### config.mk
export PLATFORM = sky130hd
export DESIGN_NAME = muldiv_seq_flat
export DESIGN_NICKNAME = d
export VERILOG_FILES = /design/src/rtl/muldiv_if.sv /design/src/rtl/muldiv_seq.sv /design/src/flat_wrapper.sv
export SDC_FILE = /design/constraint.sdc
export NUM_CORES = 1
export LEC_CHECK = 0
export ABC_AREA = 0
export BUFFER_PORTS_ARGS = -buffer_cell sky130_fd_sc_hd__buf_2
export CAP_MARGIN = 0
export CORE_UTILIZATION = 45
export CTS_CLUSTER_SIZE = 12
export DETAILED_ROUTE_END_ITERATION = 8
export PLACE_DENSITY = 0.61
export SLEW_MARGIN = 0
export SYNTH_ARGS = -nofsm -noshare
export SYNTH_HDL_FRONTEND = slang
export SYNTH_SLANG_ARGS = --single-unit
### constraint.sdc
create_clock -name clk -period 8.65 [get_ports clk]
set_input_delay 0.865 -clock clk [delete_from_list [all_inputs] [get_ports clk]]
set_output_delay 0.865 -clock clk [all_outputs]
set_load 0.05 [all_outputs]
### src/rtl/muldiv_if.sv
// Request/response bundle between the execute stage and the RV32M
// multiply/divide sequencer.
interface muldiv_if;
    logic        start;
    logic [2:0]  op;
    logic [31:0] rs1;
    logic [31:0] rs2;
    logic        kill;
    logic        busy;
    logic        valid;
    logic [31:0] result;

    modport master (output start, op, rs1, rs2, kill, input busy, valid, result);
    modport slave  (input start, op, rs1, rs2, kill, output busy, valid, result);
endinterface

### src/rtl/muldiv_seq.sv
// Iterative RV32M multiply/divide sequencer: one shift/add-subtract bit per
// cycle on operand magnitudes, followed by a single sign fix-up cycle.
module muldiv_seq #(
    parameter int XLEN = 32
) (
    input  logic    clk,
    input  logic    rst_n,
    muldiv_if.slave bus
);

    localparam logic [1:0] ST_IDLE = 2'd0;
    localparam logic [1:0] ST_CALC = 2'd1;
    localparam logic [1:0] ST_FIX  = 2'd2;
    localparam logic [1:0] ST_DONE = 2'd3;

    localparam logic [2:0] OP_MUL    = 3'b000;
    localparam logic [2:0] OP_MULH   = 3'b001;
    localparam logic [2:0] OP_MULHSU = 3'b010;
    localparam logic [2:0] OP_MULHU  = 3'b011;
    localparam logic [2:0] OP_DIV    = 3'b100;
    localparam logic [2:0] OP_DIVU   = 3'b101;
    localparam logic [2:0] OP_REM    = 3'b110;
    localparam logic [2:0] OP_REMU   = 3'b111;

    localparam logic [XLEN-1:0] ZERO     = {XLEN{1'b0}};
    localparam logic [XLEN-1:0] ALL_ONES = {XLEN{1'b1}};
    localparam logic [XLEN-1:0] INT_MIN  = {1'b1, {(XLEN-1){1'b0}}};

    function automatic logic [XLEN-1:0] neg_w(input logic [XLEN-1:0] x);
        return ~x + {{(XLEN-1){1'b0}}, 1'b1};
    endfunction

    function automatic logic [2*XLEN-1:0] neg_dw(input logic [2*XLEN-1:0] x);
        return ~x + {{(2*XLEN-1){1'b0}}, 1'b1};
    endfunction

    logic [1:0]        state_r;
    logic [1:0]        state_next_s;
    logic [4:0]        cnt_r;
    logic [2:0]        op_r;
    logic [XLEN-1:0]   opnd_r;
    logic [2*XLEN-1:0] acc_r;
    logic              sign_r;
    logic              rneg_r;
    logic [XLEN-1:0]   result_r;

    logic              a_signed_s;
    logic              b_signed_s;
    logic              a_neg_s;
    logic              b_neg_s;
    logic [XLEN-1:0]   a_mag_s;
    logic [XLEN-1:0]   b_mag_s;
    logic              div0_s;
    logic              ovf_s;
    logic              special_s;
    logic [XLEN-1:0]   special_res_s;
    logic              accept_s;
    logic [2*XLEN-1:0] acc_init_s;
    logic [XLEN-1:0]   opnd_init_s;

    logic [XLEN:0]     mul_sum_s;
    logic [XLEN:0]     div_shift_s;
    logic              div_ge_s;
    logic [XLEN-1:0]   div_rem_s;
    logic [2*XLEN-1:0] acc_step_s;

    logic [2*XLEN-1:0] prod_s;
    logic [XLEN-1:0]   quo_s;
    logic [XLEN-1:0]   rem_s;
    logic [XLEN-1:0]   fix_res_s;

    // Operand signedness and magnitudes for the incoming request
    always_comb begin
        a_signed_s = 1'b0;
        b_signed_s = 1'b0;
        case (bus.op)
            OP_MULH: begin
                a_signed_s = 1'b1;
                b_signed_s = 1'b1;
            end
            OP_MULHSU: begin
                a_signed_s = 1'b1;
                b_signed_s = 1'b0;
            end
            OP_DIV, OP_REM: begin
                a_signed_s = 1'b1;
                b_signed_s = 1'b1;
            end
            default: begin
                a_signed_s = 1'b0;
                b_signed_s = 1'b0;
            end
        endcase
        a_neg_s = a_signed_s & bus.rs1[XLEN-1];
        b_neg_s = b_signed_s & bus.rs2[XLEN-1];
        if (a_neg_s) a_mag_s = neg_w(bus.rs1);
        else         a_mag_s = bus.rs1;
        if (b_neg_s) b_mag_s = neg_w(bus.rs2);
        else         b_mag_s = bus.rs2;
    end

    // Request acceptance, special-case detection and datapath load values
    always_comb begin
        div0_s    = bus.op[2] && (bus.rs2 == ZERO);
        ovf_s     = bus.op[2] && !bus.op[0] && (bus.rs1 == INT_MIN) && (bus.rs2 == ALL_ONES);
        special_s = div0_s || ovf_s;
        // op[1] separates REM/REMU from DIV/DIVU
        if (div0_s)     special_res_s = bus.op[1] ? bus.rs1 : ALL_ONES;
        else if (ovf_s) special_res_s = bus.op[1] ? ZERO : INT_MIN;
        else            special_res_s = ZERO;
        accept_s = ((state_r == ST_IDLE) || (state_r == ST_DONE)) && bus.start && !bus.kill;
        // Divide shifts the dividend out of the low word; multiply shifts the multiplier
        if (bus.op[2]) begin
            acc_init_s  = {ZERO, a_mag_s};
            opnd_init_s = b_mag_s;
        end else begin
            acc_init_s  = {ZERO, b_mag_s};
            opnd_init_s = a_mag_s;
        end
    end

    // One radix-2 iteration: shift-add multiply or restoring divide
    always_comb begin
        mul_sum_s   = {1'b0, acc_r[2*XLEN-1:XLEN]} + {1'b0, (acc_r[0] ? opnd_r : ZERO)};
        div_shift_s = {acc_r[2*XLEN-1:XLEN], acc_r[XLEN-1]};
        div_ge_s    = (div_shift_s >= {1'b0, opnd_r});
        if (div_ge_s) div_rem_s = div_shift_s[XLEN-1:0] - opnd_r;
        else          div_rem_s = div_shift_s[XLEN-1:0];
        if (op_r[2]) acc_step_s = {div_rem_s, acc_r[XLEN-2:0], div_ge_s};
        else         acc_step_s = {mul_sum_s, acc_r[XLEN-1:1]};
    end

    // Sign correction and result select applied in the fix-up cycle
    always_comb begin
        if (sign_r) prod_s = neg_dw(acc_r);
        else        prod_s = acc_r;
        if (sign_r) quo_s = neg_w(acc_r[XLEN-1:0]);
        else        quo_s = acc_r[XLEN-1:0];
        if (rneg_r) rem_s = neg_w(acc_r[2*XLEN-1:XLEN]);
        else        rem_s = acc_r[2*XLEN-1:XLEN];
        case (op_r)
            OP_MUL:                       fix_res_s = prod_s[XLEN-1:0];
            OP_MULH, OP_MULHSU, OP_MULHU: fix_res_s = prod_s[2*XLEN-1:XLEN];
            OP_DIV, OP_DIVU:              fix_res_s = quo_s;
            OP_REM, OP_REMU:              fix_res_s = rem_s;
            default:                      fix_res_s = ZERO;
        endcase
    end

    // Next-state decode; kill wins over everything except reset
    always_comb begin
        state_next_s = ST_IDLE;
        case (state_r)
            ST_IDLE, ST_DONE: begin
                if (accept_s) state_next_s = special_s ? ST_DONE : ST_CALC;
                else          state_next_s = ST_IDLE;
            end
            ST_CALC: begin
                if (bus.kill)            state_next_s = ST_IDLE;
                else if (cnt_r == 5'd0)  state_next_s = ST_FIX;
                else                     state_next_s = ST_CALC;
            end
            ST_FIX: begin
                if (bus.kill) state_next_s = ST_IDLE;
                else          state_next_s = ST_DONE;
            end
            default: state_next_s = ST_IDLE;
        endcase
    end

    // State register and iteration counter
    always_ff @(posedge clk or negedge rst_n) begin
        if (!rst_n) begin
            state_r <= ST_IDLE;
            cnt_r   <= 5'd0;
        end else begin
            state_r <= state_next_s;
            if (accept_s)                                 cnt_r <= 5'd31;
            else if ((state_r == ST_CALC) && (cnt_r != 5'd0)) cnt_r <= cnt_r - 5'd1;
            else                                          cnt_r <= cnt_r;
        end
    end

    // Operand capture at the start edge and accumulator iteration in CALC
    always_ff @(posedge clk or negedge rst_n) begin
        if (!rst_n) begin
            op_r   <= 3'd0;
            opnd_r <= ZERO;
            acc_r  <= {ZERO, ZERO};
            sign_r <= 1'b0;
            rneg_r <= 1'b0;
        end else if (accept_s && !special_s) begin
            op_r   <= bus.op;
            opnd_r <= opnd_init_s;
            acc_r  <= acc_init_s;
            sign_r <= a_neg_s ^ b_neg_s;
            rneg_r <= a_neg_s;
        end else if ((state_r == ST_CALC) && !bus.kill) begin
            acc_r <= acc_step_s;
        end
    end

    // Result register: loaded only by a special-case start or FIX->DONE
    always_ff @(posedge clk or negedge rst_n) begin
        if (!rst_n) begin
            result_r <= ZERO;
        end else if (accept_s && special_s) begin
            result_r <= special_res_s;
        end else if ((state_r == ST_FIX) && !bus.kill) begin
            result_r <= fix_res_s;
        end
    end

    assign bus.busy   = (state_r == ST_CALC) || (state_r == ST_FIX);
    assign bus.valid  = (state_r == ST_DONE);
    assign bus.result = result_r;

endmodule

### src/flat_wrapper.sv
// flat-port wrapper written by rule: the top's interface ports become plain ports
module muldiv_seq_flat 
#(
    parameter int XLEN = 32
)
  (clk, rst_n, bus_start, bus_op, bus_rs1, bus_rs2, bus_kill, bus_busy, bus_valid, bus_result);
  muldiv_if bus_i ();
  input  logic clk;
  input  logic rst_n;
  input wire logic [$bits(bus_i.start)-1:0] bus_start;
  input wire logic [$bits(bus_i.op)-1:0] bus_op;
  input wire logic [$bits(bus_i.rs1)-1:0] bus_rs1;
  input wire logic [$bits(bus_i.rs2)-1:0] bus_rs2;
  input wire logic [$bits(bus_i.kill)-1:0] bus_kill;
  output wire logic [$bits(bus_i.busy)-1:0] bus_busy;
  output wire logic [$bits(bus_i.valid)-1:0] bus_valid;
  output wire logic [$bits(bus_i.result)-1:0] bus_result;
  assign bus_i.start = bus_start;
  assign bus_i.op = bus_op;
  assign bus_i.rs1 = bus_rs1;
  assign bus_i.rs2 = bus_rs2;
  assign bus_i.kill = bus_kill;
  assign bus_busy = bus_i.busy;
  assign bus_valid = bus_i.valid;
  assign bus_result = bus_i.result;
  muldiv_seq #(.XLEN(XLEN)) u_core (.clk(clk), .rst_n(rst_n), .bus(bus_i));
endmodule
[Word-level counts from Yosys, hierarchy flattened]
Cells that the tools add are included.
Widths: inputs -> output; s select.
Word-level totals
  bits of input ports: 71
  output and inout bits: 34
  logic and storage cells: 101
  register bits: 140
Operators by class
  reduce and logical (&&, ||, !) cells: 31
  eq/ne operators: 16
  mux-type cells: 29
  $lt $le $gt $ge: 1
  add/subtract/negate cells: 8
  bitwise operators: 8
Operators with widths (number)
  $mux 32: 14
  $mux 64: 4
  $add 32x1->32 const B: 4
  $not 32->32: 4
  $pmux 32 s4: 1
  $add 64x1->64 const B: 1
  $eq 32x32->1 const B: 2
  $not 64->64: 1
  $add 32x32->33: 1
  $ge 33x32->1: 1
  $logic_not 32->1: 1
  $sub 32x32->32: 1
  $eq 3x3->1 const B: 6
  $logic_and 1x1->1: 11
  $mux 2: 5
  $mux 5: 2
  $eq 3x2->1 const B: 3
  $eq 3x1->1 const B: 2
  $pmux 2 s3: 1
  $reduce_bool 2->1: 3
  $reduce_or 2->1: 3
  $reduce_or 3->1: 2
  $logic_not 5->1: 1
  $reduce_bool 5->1: 1
  11 further kinds: 18

[Longest topological paths before layout]
  depth in word-level cells: 8
  mapped depth: 15
  gate-level depth less buffers: 13

[Worst setup path after synthesis]
OpenSTA, ideal clock, no wires.
  kind: reg2reg
  from: register u_core.acc_r[0]
  to: register u_core.acc_r[58]
  data required time: 8528 ps
  path slack: 5218 ps
  buffers on the path: 2
  cell stages (with the launch flop): 15
  clock period less this slack: 3432 ps
  arrival: 3311 ps
  library setup time: 122 ps
  cells stage by stage: dfrtp_1 -> clkbuf_1 -> inv_1 -> clkbuf_1 -> nor2_1 -> ha_1 -> and3_1 -> a2111o_1 -> a211oi_1 -> o31a_1 -> o21ai_0 -> a31oi_1 -> o21ai_0 -> mux2i_1 -> a32o_1
On the way
  longest elaborated chain between the ends: 5
Ends and longest elaborated chain
  start: declaration: RTL line muldiv_seq.sv:42  | logic [2*XLEN-1:0] acc_r;
  start signal: assignment: RTL line muldiv_seq.sv:189  | acc_r <= {ZERO, ZERO};
  start signal: assignment: RTL line muldiv_seq.sv:195  | acc_r <= acc_init_s;
  start signal: assignment: RTL line muldiv_seq.sv:199  | acc_r <= acc_step_s;
  $mux 32: RTL line muldiv_seq.sv:124  | mul_sum_s = {1'b0, acc_r[2*XLEN-1:XLEN]} + {1'b0, (acc_r[0] ? opnd_r : ZERO)};
  $add 32x32->33: RTL line muldiv_seq.sv:124
  $mux 64: RTL line muldiv_seq.sv:129  | if (op_r[2]) acc_step_s = {div_rem_s, acc_r[XLEN-2:0], div_ge_s};
  $mux 64: RTL line muldiv_seq.sv:198  | end else if ((state_r == ST_CALC) && !bus.kill) begin
  $mux 64: RTL line muldiv_seq.sv:192  | end else if (accept_s && !special_s) begin
Every way passes these cells. The select of a mux whose other input is x is not followed.
A chain may end at the register's enable or synchronous reset.

[Final worst setup path]
  from: register u_core.acc_r[0]
  to: register u_core.acc_r[60]
Same word-level chain as after synthesis.

==> out/results.ini <==
[synthesis]
ys.flop_type=dfrtp_1
synthMuxAreaShare_pct=4.13
synthSimpleGateAreaFrac_pct=21.3
synth-compound-area-share_pct=28.7
synthesis.nets=2195
synth.distinct_cells=91
synth_top_area_share_pct=23.1
synth_warnings=0
synth_edf_count=0
async_reset_ff_share_pct=100
netlist_area_um2=15200
synth_commonest_cells=nor2_1, a21oi_1, nand2_1
synth.most_common_cell=nor2_1
yosys.area.top_type=dfrtp_1
synth_cells=2048
synth_seq_cells=140
avgSynthCellArea_um2=7.41
ys_top_cells_by_area=dfrtp_1, a21oi_1, ha_1
ys_seq_area_share_pct=23.1
synthAdderAreaFrac_pct=6.36
synth_top_family_by_area=compound AO/OA/AOI/OAI gates
yosys.area_share.xor_xnor_pct=10.2

[timing]
hold_viol=0
skew_ps=24.1
period_share_pct=51.2
setup_viol_count_final=0
tns_ps=0
max_freq_mhz=226
timing.hold.ws_ps=421
worst_slew_pin_slew_ps=1050
rsz0062_at_grt=false
worst_slack_ps=4220
maxSlewViolCount=0
period_needed_ps=4430
slew_headroom_pct=29.6

[detailed_routing]
drt_iter0_markers=1711
detail-route-antenna-nets=0
route.detailed.drc=0
dr.pass1.iters=7
via_count=15900
wl_per_cell_um=23.9
drt_wl_total_mm=59.6
vias_per_cell=6.38

[place]
dp_cells=2455
place_congestion=0.973
io_buffers=104
dpl_cell_area_um2=15800
post-place-ws_ps=3850
post-dp-hpwl_mm=45.6

[finish]
syn2layout_area_growth_pct=7.60
stdcell_area_um2=16300
nNetsFinal=2179
stdcell_count=2488
drive_gt1_share_pct=9.83
fin_util_pct=49.7

[critical_path]
critPathTopFamily=compound AO/OA/AOI/OAI gates
reg2reg_from=u_core.acc_r[0]
cpPeakStageDelay_ps=720
cp.arrival_ps=4800
slowest_stage=a211oi_1
worstSetupStartpoint=u_core.acc_r[0]
crit_type=reg -> reg
critPathCaptureType=flop
crit_fanout=32
cp_cell_sequence=inv_1, buf_4, nor2_1, ha_1, and3_1, a2111o_1, a211oi_1, o31ai_1, a41oi_1, nor2_1, o21a_1, o31ai_1, a32o_1
worstPathRequired_ps=9020
crit_path_start_kind=flop
crit_buf_inv=2

[grt]
grt_pass1_vias=14700
grt_max_degree=115
overflow=0
grt_usage_pct=35.0
grt_pass1_wl_mm=90.5
antenna_found_initial=0

[floorplan]
die_area_um2=34500
core-area_um2=32900
die_h_um=186
start_util_pct=46.2
ios=105
row_count=66
die_w_um=186

[clocking]
clock_sinks=140
cts_setup_buffers=0
htreeDepth=4
cts-root-buf=clkbuf_16
worstSkewPairLatency_ps=450
cts_tree=done
hold_buffers=0
cts_buffers=17
cts_resized=0
clkSlewWorstSetupHoldPaths_ps=70
cts.path.max_buffers=2

[min_path]
hp-class=in -> async

[pwr]
leakage_nw=6.94
powerDensity_nw_per_um2=236
vdd_ir_drop_max_uv=118
power_mw=3.85

[run_status]
status=finished, final reports clean

[flow_run]
cap_violations=0

## registers in the layout (all words and copies together) (netlist names)
name and flops:
u_core.state_r 2, u_core.op_r 3, u_core.opnd_r 32, u_core.bus.result 32
u_core.rneg_r 1, u_core.acc_r 64, u_core.sign_r 1, u_core.cnt_r 5
## where the power goes
group          total [mW]  internal [mW]  switching [mW]
combinational        2.06          0.769            1.29
clock               0.759          0.419           0.340
sequential           1.03          0.755           0.276
## layer usage
layer	vias to the layer above	global-route usage, %	share of wire, %	wire, um
met5	-	0	0	0
met4	0	10.3	2.6	1580
met3	95	5.38	7.9	4680
met2	760	55.9	45	26800
met1	7612	48.5	44	26500
li1	7396	-	-	-
## logic make-up (layout without fill, tap and decap cells)
family,Yosys count,in the layout
AO/OA/AOI/OAI,688,688
AND/OR/NAND/NOR,672,672
buffers and inverters,234,231
XOR/XNOR,177,177
flip-flops,140,140
adder cells (fa/ha/maj),76,76
multiplexers,61,61
other,0,1
## layout make-up
type	instances	area, um2
Inverter	81	304
Timing Repair Buffer	118	634
Tap cell	442	553
Fill cell	3412	16500
Multi-Input combinational cell	1674	10800
Antenna cell	1	2.50
Sequential cell	140	3510
Clock inverter	12	125
Clock buffer	20	457
## worst paths after layout
path | endpoint | slack, ps | cells after the start
min reg2reg | u_core.opnd_r[3] | 480 | 2
max | u_core.acc_r[60] | 4220 | 13
max reg2reg | u_core.acc_r[60] | 4220 | 13
max in group asynchronous | u_core.bus.result[20] | 6700 | 2
min in group clk | u_core.opnd_r[3] | 480 | 2
min | u_core.acc_r[41] | 420 | 1
## cells in the final DEF, fill, tap and decap left out, types with 15 or more instances in the layout
cell type,count
nor2_1,215
a21oi_1,198
nand2_1,191
o21ai_0,154
dfrtp_1,139
buf_2,102
xnor2_1,96
xor2_1,81
inv_1,80
ha_1,74
mux2i_1,48
o211ai_1,47
nand3_1,43
nor3_1,38
nand4_1,34
o31ai_1,33
o21ai_1,30
a21o_1,28
a211oi_1,26
a31oi_1,24
o21a_1,22
or3_1,21
nor2b_1,19
clkbuf_16,17
nor4_1,16
o22ai_1,16
nand2b_1,15
o41ai_1,15
buf_4,15
Note: power is estimated with default switching activity, not from simulation.
